<file path="src/rtl/mips_pkg.sv">
// Shared definitions for the MIPS pipeline: widths, the NOP encoding,
// the default reset vector and the next-PC select codes.
package mips_pkg;

  localparam int          INSTR_W          = 32;
  localparam int          PC_W             = 32;
  localparam logic [31:0] NOP_INSTR        = 32'h0000_0000;
  localparam logic [31:0] DEFAULT_RESET_PC = 32'h0000_0000;

  typedef enum logic [1:0] {
    SEL_SEQ,
    SEL_HOLD,
    SEL_JMP,
    SEL_BR
  } pc_sel_e;

endpackage

</file>
<file path="src/rtl/fetch_pc_sel.sv">
// Next-PC selection for the fetch stage. Branch beats stall beats jump
// beats sequential; also produces the IF/ID flush and hold strobes.
module fetch_pc_sel
  import mips_pkg::*;
(
  input  logic        i_stall,
  input  logic        i_br_taken,
  input  logic        i_jmp_taken,
  input  logic [31:0] i_pc,
  input  logic [31:0] i_br_target,
  input  logic [3:0]  i_pc4_hi,
  input  logic [25:0] i_jmp_index,
  output logic [31:0] o_next_pc,
  output logic        o_flush,
  output logic        o_hold
);

  pc_sel_e w_sel;

  // The branch is resolved in EX and is older than anything in ID, so it
  // overrides both a stall and a jump sitting in decode.
  always_comb begin
    // NOTE: every combinational output gets a default before any branch so
    // no path leaves it unassigned; otherwise synthesis infers a latch.
    w_sel = SEL_SEQ;
    if (i_br_taken) begin
      w_sel = SEL_BR;
    end else if (i_stall) begin
      w_sel = SEL_HOLD;
    end else if (i_jmp_taken) begin
      w_sel = SEL_JMP;
    end
  end

  always_comb begin
    o_next_pc = i_pc + 32'd4;
    o_flush   = 1'b0;
    o_hold    = 1'b0;
    case (w_sel)
      SEL_BR: begin
        o_next_pc = i_br_target & 32'hFFFF_FFFC;
        o_flush   = 1'b1;
      end
      SEL_HOLD: begin
        o_next_pc = i_pc;
        o_hold    = 1'b1;
      end
      SEL_JMP: begin
        o_next_pc = {i_pc4_hi, i_jmp_index, 2'b00};
        o_flush   = 1'b1;
      end
      default: ;
    endcase
  end

endmodule

</file>
<file path="src/rtl/fetch_stage.sv">
// Instruction-fetch stage: PC register, word address to the ROM and the
// IF/ID pipeline register, with stall and branch/jump redirect handling.
module fetch_stage
  import mips_pkg::*;
#(
  parameter int          ADDR_W   = 6,
  parameter logic [31:0] RESET_PC = DEFAULT_RESET_PC
) (
  input  logic              clk,
  input  logic              reset_n,
  output logic [ADDR_W-1:0] if_address,
  input  logic [31:0]       if_data,
  input  logic              stall,
  input  logic              br_taken,
  input  logic [31:0]       br_target,
  input  logic              jmp_taken,
  input  logic [25:0]       jmp_index,
  output logic [31:0]       pc,
  output logic [31:0]       ifid_instr,
  output logic [31:0]       ifid_pc4,
  output logic              ifid_valid,
  output logic              pc_oob
);

  logic [PC_W-1:0]    r_pc;
  logic [INSTR_W-1:0] r_ifid_instr;
  logic [PC_W-1:0]    r_ifid_pc4;
  logic               r_ifid_valid;

  logic [PC_W-1:0]    w_next_pc;
  logic [PC_W-1:0]    w_pc_plus4;
  logic               w_flush;
  logic               w_hold;

  assign w_pc_plus4 = r_pc + 32'd4;

  fetch_pc_sel u_pc_sel (
    .i_stall     (stall),
    .i_br_taken  (br_taken),
    .i_jmp_taken (jmp_taken),
    .i_pc        (r_pc),
    .i_br_target (br_target),
    .i_pc4_hi    (r_ifid_pc4[31:28]),
    .i_jmp_index (jmp_index),
    .o_next_pc   (w_next_pc),
    .o_flush     (w_flush),
    .o_hold      (w_hold)
  );

  // Reset wins over stall and redirects; the selector already folds hold
  // into w_next_pc, so the PC loads unconditionally out of reset.
  always_ff @(posedge clk) begin
    // NOTE: state registers use non-blocking assignments so every register
    // samples pre-edge values regardless of statement order.
    if (!reset_n) begin
      r_pc         <= RESET_PC;
      r_ifid_instr <= NOP_INSTR;
      r_ifid_pc4   <= '0;
      r_ifid_valid <= 1'b0;
    end else begin
      r_pc <= w_next_pc;
      if (w_flush) begin
        r_ifid_instr <= NOP_INSTR;
        r_ifid_pc4   <= '0;
        r_ifid_valid <= 1'b0;
      end else if (!w_hold) begin
        r_ifid_instr <= if_data;
        r_ifid_pc4   <= w_pc_plus4;
        r_ifid_valid <= 1'b1;
      end
    end
  end

  // Upper PC bits are dropped by the word address, so a non-zero upper
  // field means the fetch is aliasing back into the ROM.
  assign if_address = r_pc[ADDR_W+1:2];
  assign pc_oob     = |r_pc[PC_W-1:ADDR_W+2];

  assign pc         = r_pc;
  assign ifid_instr = r_ifid_instr;
  assign ifid_pc4   = r_ifid_pc4;
  assign ifid_valid = r_ifid_valid;

endmodule

</file>
<file path="config.mk">
export PLATFORM = sky130hd
export DESIGN_NAME = fetch_stage
export DESIGN_NICKNAME = d
export VERILOG_FILES = /design/src/rtl/mips_pkg.sv /design/src/rtl/fetch_pc_sel.sv /design/src/rtl/fetch_stage.sv
export SDC_FILE = /design/constraint.sdc
export NUM_CORES = 1
export LEC_CHECK = 0
export ABC_AREA = 0
export CAP_MARGIN = 15
export CORE_ASPECT_RATIO = 1.1
export CORE_UTILIZATION = 43
export CTS_BUF_LIST = sky130_fd_sc_hd__clkbuf_8 sky130_fd_sc_hd__clkbuf_16
export DETAILED_ROUTE_END_ITERATION = 8
export PLACE_DENSITY = 0.77
export SLEW_MARGIN = 20
export SYNTH_ARGS = -nofsm -noshare
export SYNTH_HDL_FRONTEND = slang
export SYNTH_SLANG_ARGS = --single-unit
</file>
<file path="constraint.sdc">
create_clock -name clk -period 2.2 [get_ports clk]
set_input_delay 0.55 -clock clk [delete_from_list [all_inputs] [get_ports clk]]
set_output_delay 0.55 -clock clk [all_outputs]
set_load 0.02 [all_outputs]
</file>
==> metrics.txt, run 1 <==
Crit path largest cell delay=0.64 ns; PD cells=577 nW/um^2; Root Driver=clkbuf_16; worst-margin pin slew=0.577 ns; core region area=10500 sq um; Mapped Area=4690 sq um; most numerous cell in the Yosys netlist=nand2_1; Area Overhead vs Synth=53.9%; HPWL Detailed=11700 um; clk buf depth=2; number of antenna diodes=0; commonest register cell after synthesis=dfxtp_1; Layout Utilization=68.8%; TritonCTS clock tree=done; library cells used by synthesis=50; initial drt markers=270; FILL cells=886; Final setup viols=0; worst setup margin=0.112 ns; I/O pin total=199; Horiz. Die Dim=102 um; status=finished clean; relative slew slack=61.2%; IO Port Bufs=192; register area share after synthesis=39.7%; share of the synthesized area in the top cell type=39.7%; vias in the first global route=4901; number of synthesized flops with an enable pin=0; antenna violation net count after detailed routing=0; Hold Path Origin=ifid_instr[21]; area leader, netlist=dfxtp_1; Syn Area/Cell=7.75 sq um; Yosys reg bits=93; VDD IR max=0.389 mV; critical path launch point type=register; Yosys warnings=0; CP startpoint=pc[27]; total die area=11300 sq um; Clock Skew=0.00681 ns; post-route minimum period=2.09 ns; share of layout cells above drive strength 1=10.7%; CP max stage cell=clkdlybuf4s50_1; post-synthesis cell count=605; Setup TNS=0 ns; Die Y-Extent=112 um; Nets=892; worst skew pair latency=0.34 ns; gr usage total=27.3%; register-to-register setup slack=0.20 ns; Via density=5.51; CP Data Arrival Time=1.54 ns; CP required=1.65 ns; WL per Instance=16.4 um; first-pass GRT wire length=24500 um; Initial Utilization=44.7%; DRC violations left=0; Commonest cells post-synth=nand2_1, dfxtp_1, a21oi_1; Synth area leaders=dfxtp_1, nand2_1, a21oi_1, a22oi_1, clkbuf_1; reg2reg start=pc[10]; Hold WC Path Type=reg -> reg; crit-path leading delay family=buffers and inverters; area of the multi-input gates=2520 sq um; Final Max Slew Viols=0; clock transition at the registers of the reported paths=0.07 ns; number of setup buffers added after CTS=0; RSZ-0062 raised after global routing=false; Pleak=2.67 nW; share of flip-flops with an asynchronous set or reset=0%; Bufs and invs on worst path=2; Storage cell area=1860 sq um; num rows=39; fin area=7210 sq um; Placed Instance Area=6940 sq um; Final period util=94.9%; initial antenna violation count=0; routability cong.=0.894; Routed WL=15500 um; # H-tree levels=3; Hold Buf Count CTS=0; max frequency=479 MHz; TritonCTS buffer count=9; crit path kind=reg -> out; Vias=5206; DR pass1 iterations=6; largest net degree at the start of global routing=49; Placement Setup Slack=-0.00320 ns; total grt overflow=0; maxcap violations=0; Final Hold Fails=0; Clock Sink Count=93; Setup crit end kind=output pin; CP Cell Sequence=buf_4 -> clkdlybuf4s50_1; CP max FO=8
==> layout by cell type (no fill, tap or decap), types with 8 or more instances in the layout <==
master / instances
a21oi_1: 72
dfxtp_1: 93
xnor2_1: 9
nor4_1: 12
nand2_1: 102
o21ai_0: 30
clkbuf_16: 9
clkdlybuf4s50_1: 190
and3_1: 8
xor2_1: 8
nand3_1: 24
nor2_1: 38
a211oi_1: 9
nor3_1: 9
a22oi_1: 27
nand4_1: 12
buf_4: 48
==> final timing paths <==
| kind | endpoint | depth (start not counted) |
|---|---|---|
| setup / recovery | pc[27] | 2 |
| hold / removal | ifid_instr[21] | 2 |
| setup reg to reg | pc[23] | 6 |
| hold reg to reg | ifid_instr[21] | 2 |
==> flip-flops by register name, summed over array words and instances (netlist names) <==
name,cells
ifid_instr,32
ifid_pc4,30
ifid_valid,1
pc,30
==> stage by stage <==
stage	hold WS, ns	cells	total power [mW]
floorplan	0.530	608	2.29
finish	0.453	944	4.16
CTS	0.455	944	4.18
global placement	0.437	928	2.75
detailed placement	0.446	928	2.77
global route	0.475	944	4.32
==> where the power goes <==
part | total (mW) | internal (mW) | switching, mW
combinational | 0.929 | 0.472 | 0.457
sequential | 1.81 | 1.76 | 0.0554
clock | 1.42 | 0.760 | 0.656
==> cell families after synthesis <==
kind of cell / share of synthesized area [%]
muxes: 1.28
xor gates and xnor gates: 3.18
and+or+nand+nor: 25.1
adders and majority gates: 0.267
DFF: 39.7
other: 0.0800
buffers and inverters: 7.37
AOI/OAI and AO/OA: 23.0
==> final cells by class <==
class / instances / share of cell area [%]
clock buffers: 9 / 3.12
clock inverters: 7 / 0.572
inverters: 4 / 0.208
multi-input cells: 443 / 34.9
flip-flops and latches: 93 / 25.8
well taps: 143 / 2.48
repair buffers: 245 / 32.9
==> timing repair <==
item,in CTS,in global routing
endpoints found under the setup margin,1,1
resized for setup,3,2
pin swaps,0,1
==> worst register-to-register path, delay by kind of cell, from the launching register on <==
family | cells | cell delay, ns
AOI/OAI and AO/OA | 2 | 0.29
buffers and inverters | 1 | 0.16
DFF | 1 | 0.34
and+or+nand+nor | 3 | 1.15
==> metal layers <==
metal | GRT usage (%) | share of wire, % | wire [um]
met3 | 4.96 | 7.3 | 1130
met5 | 0 | 0 | 0
met4 | 8.12 | 1.9 | 294
met1 | 35.8 | 42 | 6510
met2 | 45.2 | 49 | 7580
Power figures use the tool's default switching activity.
==> inputs of run 2 (changes only) <==
--- a/config.mk
+++ b/config.mk
@@ -12,6 +12,8 @@
 export CTS_BUF_LIST = sky130_fd_sc_hd__clkbuf_8 sky130_fd_sc_hd__clkbuf_16
 export DETAILED_ROUTE_END_ITERATION = 8
 export PLACE_DENSITY = 0.77
+export SETUP_SLACK_MARGIN = 0.02
+export SKIP_LAST_GASP = 1
 export SLEW_MARGIN = 20
 export SYNTH_ARGS = -nofsm -noshare
 export SYNTH_HDL_FRONTEND = slang
==> run 2 against run 1 <==
Sequential share of layout area is the same. Power is essentially flat. Cell area is the same. Clock power is essentially flat. Die area is the same. Core utilization is the same. Non-clock buffer count is the same. Critical endpoint unchanged. Largest power group unchanged. Clock skew grew 0.00078 ns.
==> metrics.txt, run 2 (synthesis results as in run 1) <==
Crit path largest cell delay=0.64 ns (about the same); Crit Reg-Reg Endpoint=pc[17]; total die area=11300 sq um (unchanged); area of the multi-input gates=2520 sq um (unchanged); crit-path leading delay family=buffers and inverters; WL per Instance=16.4 um (-0.15%); relative slew slack=60.5% (-0.69 points); Worst Hold Path Cells=2 (unchanged); Horiz. Die Dim=102 um (unchanged); status=finished clean; post-route minimum period=2.09 ns (+0.00466 ns); core region area=10500 sq um (unchanged); first-pass GRT wire length=24500 um (unchanged); largest net degree at the start of global routing=49 (unchanged); RSZ-0062 raised after global routing=false; Area Overhead vs Synth=53.9% (unchanged); Total Power=4.16 mW (about the same); worst skew pair latency=0.34 ns (about the same); DRC violations left=0 (unchanged); Min Hold Slack=0.453 ns (unchanged); PD cells=577 nW/um^2 (about the same); Vias=5193 (-0.25%); reg2reg start=pc[12]; most common cell after layout, fill and taps aside=clkdlybuf4s50_1; initial drt markers=278 (+3.0%); CP required=1.65 ns (about the same); Final Max Slew Viols=0 (unchanged); # H-tree levels=3 (unchanged); maxcap violations=0 (unchanged); number of setup buffers added after CTS=0 (unchanged); Clock Skew=0.00759 ns (+0.000779 ns); critical path launch point type=register; CP Data Arrival Time=1.54 ns (about the same); total grt overflow=0 (unchanged); IO Port Bufs=192 (unchanged); Hold Path Origin=ifid_instr[21]; Final Hold Fails=0 (unchanged); TritonCTS clock tree=done; Hold WC Path Type=reg -> reg; Root Driver=clkbuf_16; DR pass1 iterations=5 (-1); number of antenna diodes=0 (unchanged); Placed Instance Area=6940 sq um (unchanged); vias in the first global route=4901 (unchanged); register-to-register setup slack=0.19 ns (about the same); WHS Endpoint=ifid_instr[21]; VDD IR max=0.389 mV (about the same); share of layout cells above drive strength 1=10.7% (unchanged); Hold Buf Count CTS=0 (unchanged); Clock Sink Count=93 (unchanged); most frequent cells in the layout=clkdlybuf4s50_1, nand2_1, dfxtp_1, a21oi_1, buf_4; gr usage total=27.3% (unchanged); fin area=7210 sq um (unchanged); CP max stage cell=clkdlybuf4s50_1; Setup crit end kind=output pin; Storage cell area=1860 sq um (unchanged); antenna violation net count after detailed routing=0 (unchanged); CP Cell Sequence=buf_4 -> clkdlybuf4s50_1; Pleak=2.67 nW (about the same); Via density=5.50 (-0.25%); Final setup viols=0 (unchanged); clock transition at the registers of the reported paths=0.07 ns (about the same); R2R cell count=5 (-1); initial antenna violation count=0 (unchanged); TritonCTS buffer count=9 (unchanged); Bufs and invs on worst path=2 (unchanged); Initial Utilization=44.7% (unchanged); max reg flops=32 (unchanged); I/O pin total=199 (unchanged); Nets=892 (unchanged); worst-margin pin slew=0.588 ns (+0.0103 ns); crit path kind=reg -> out; num rows=39 (unchanged); Routed WL=15500 um (-0.15%); HPWL Detailed=11700 um (unchanged); routability cong.=0.894 (unchanged); Die Y-Extent=112 um (unchanged); FILL cells=886 (unchanged); Final period util=95.1% (+0.21 points); CP max FO=8 (unchanged); clk buf depth=2 (unchanged); max frequency=478 MHz (-0.22%)
run 2: cell counts in the layout (fill, tap and decap cells not counted):
Identical to the previous run, type by type.
run 2: worst max-delay path by stage:
| stage | from | to | slack (ns) | depth (start not counted) |
|---|---|---|---|---|
| 2_1_floorplan | pc[2] | pc[26] | 0.11 | 6 |
| 3_3_place_gp | stall | pc[31] | -0.01 | 5 |
| 3_5_place_dp | stall | pc[31] | -0.003 | 5 |
| 4_1_cts | pc[25] | pc_oob | 0.03 | 4 |
| 5_1_grt | pc[10] | pc[27] | 0.06 | 6 |
| 6_report | pc[27] | pc[27] | 0.11 | 2 |
run 2: cell type report:
type	count	area share [%]
sequential	93	25.8
timing repair buffer	245	32.9
clock inverter	7	0.572
clock buffer	9	3.12
tap	143	2.48
multi-input combinational	443	34.9
inverter	4	0.208
run 2: through the flow:
| stage | setup TNS (ns) | instances | util, % | worst slack (ns) |
|---|---|---|---|---|
| floorplan | 0 | 608 | - | 0.107 |
| global placement | -0.0149 | 928 | 66.1 | -0.0149 |
| detailed placement | -0.00320 | 928 | 66.1 | -0.00320 |
| CTS | 0 | 944 | 68.8 | 0.0325 |
| global route | 0 | 944 | 68.8 | 0.0554 |
| finish | 0 | 944 | 68.8 | 0.107 |
run 2: power by group:
group / switching (mW) / leakage [nW] / internal (mW) / total, mW
Clock: 0.657 / 0.141 / 0.760 / 1.42
Sequential: 0.0554 / 0.761 / 1.76 / 1.81
Combinational: 0.458 / 1.77 / 0.472 / 0.929
run 2: tightest hold or removal path, stage by stage, from the launching register on:
cell,delay (ns)
dfxtp_1,0.31
nand2_1,0.05
a21oi_1,0.05
run 2: repair_timing:
item,in CTS,in global routing
resized for setup,4,1
endpoints found under the setup margin,1,1
pin swaps,0,0
run 2: layer usage:
layer / up-vias / part of all wire [%] / global-route usage [%]
met1: 2408 / 43 / 35.8
met4: 0 / 1.7 / 8.12
met2: 222 / 49 / 45.2
met3: 24 / 6.7 / 4.96
met5: - / 0 / 0
li1: 2539 / - / -
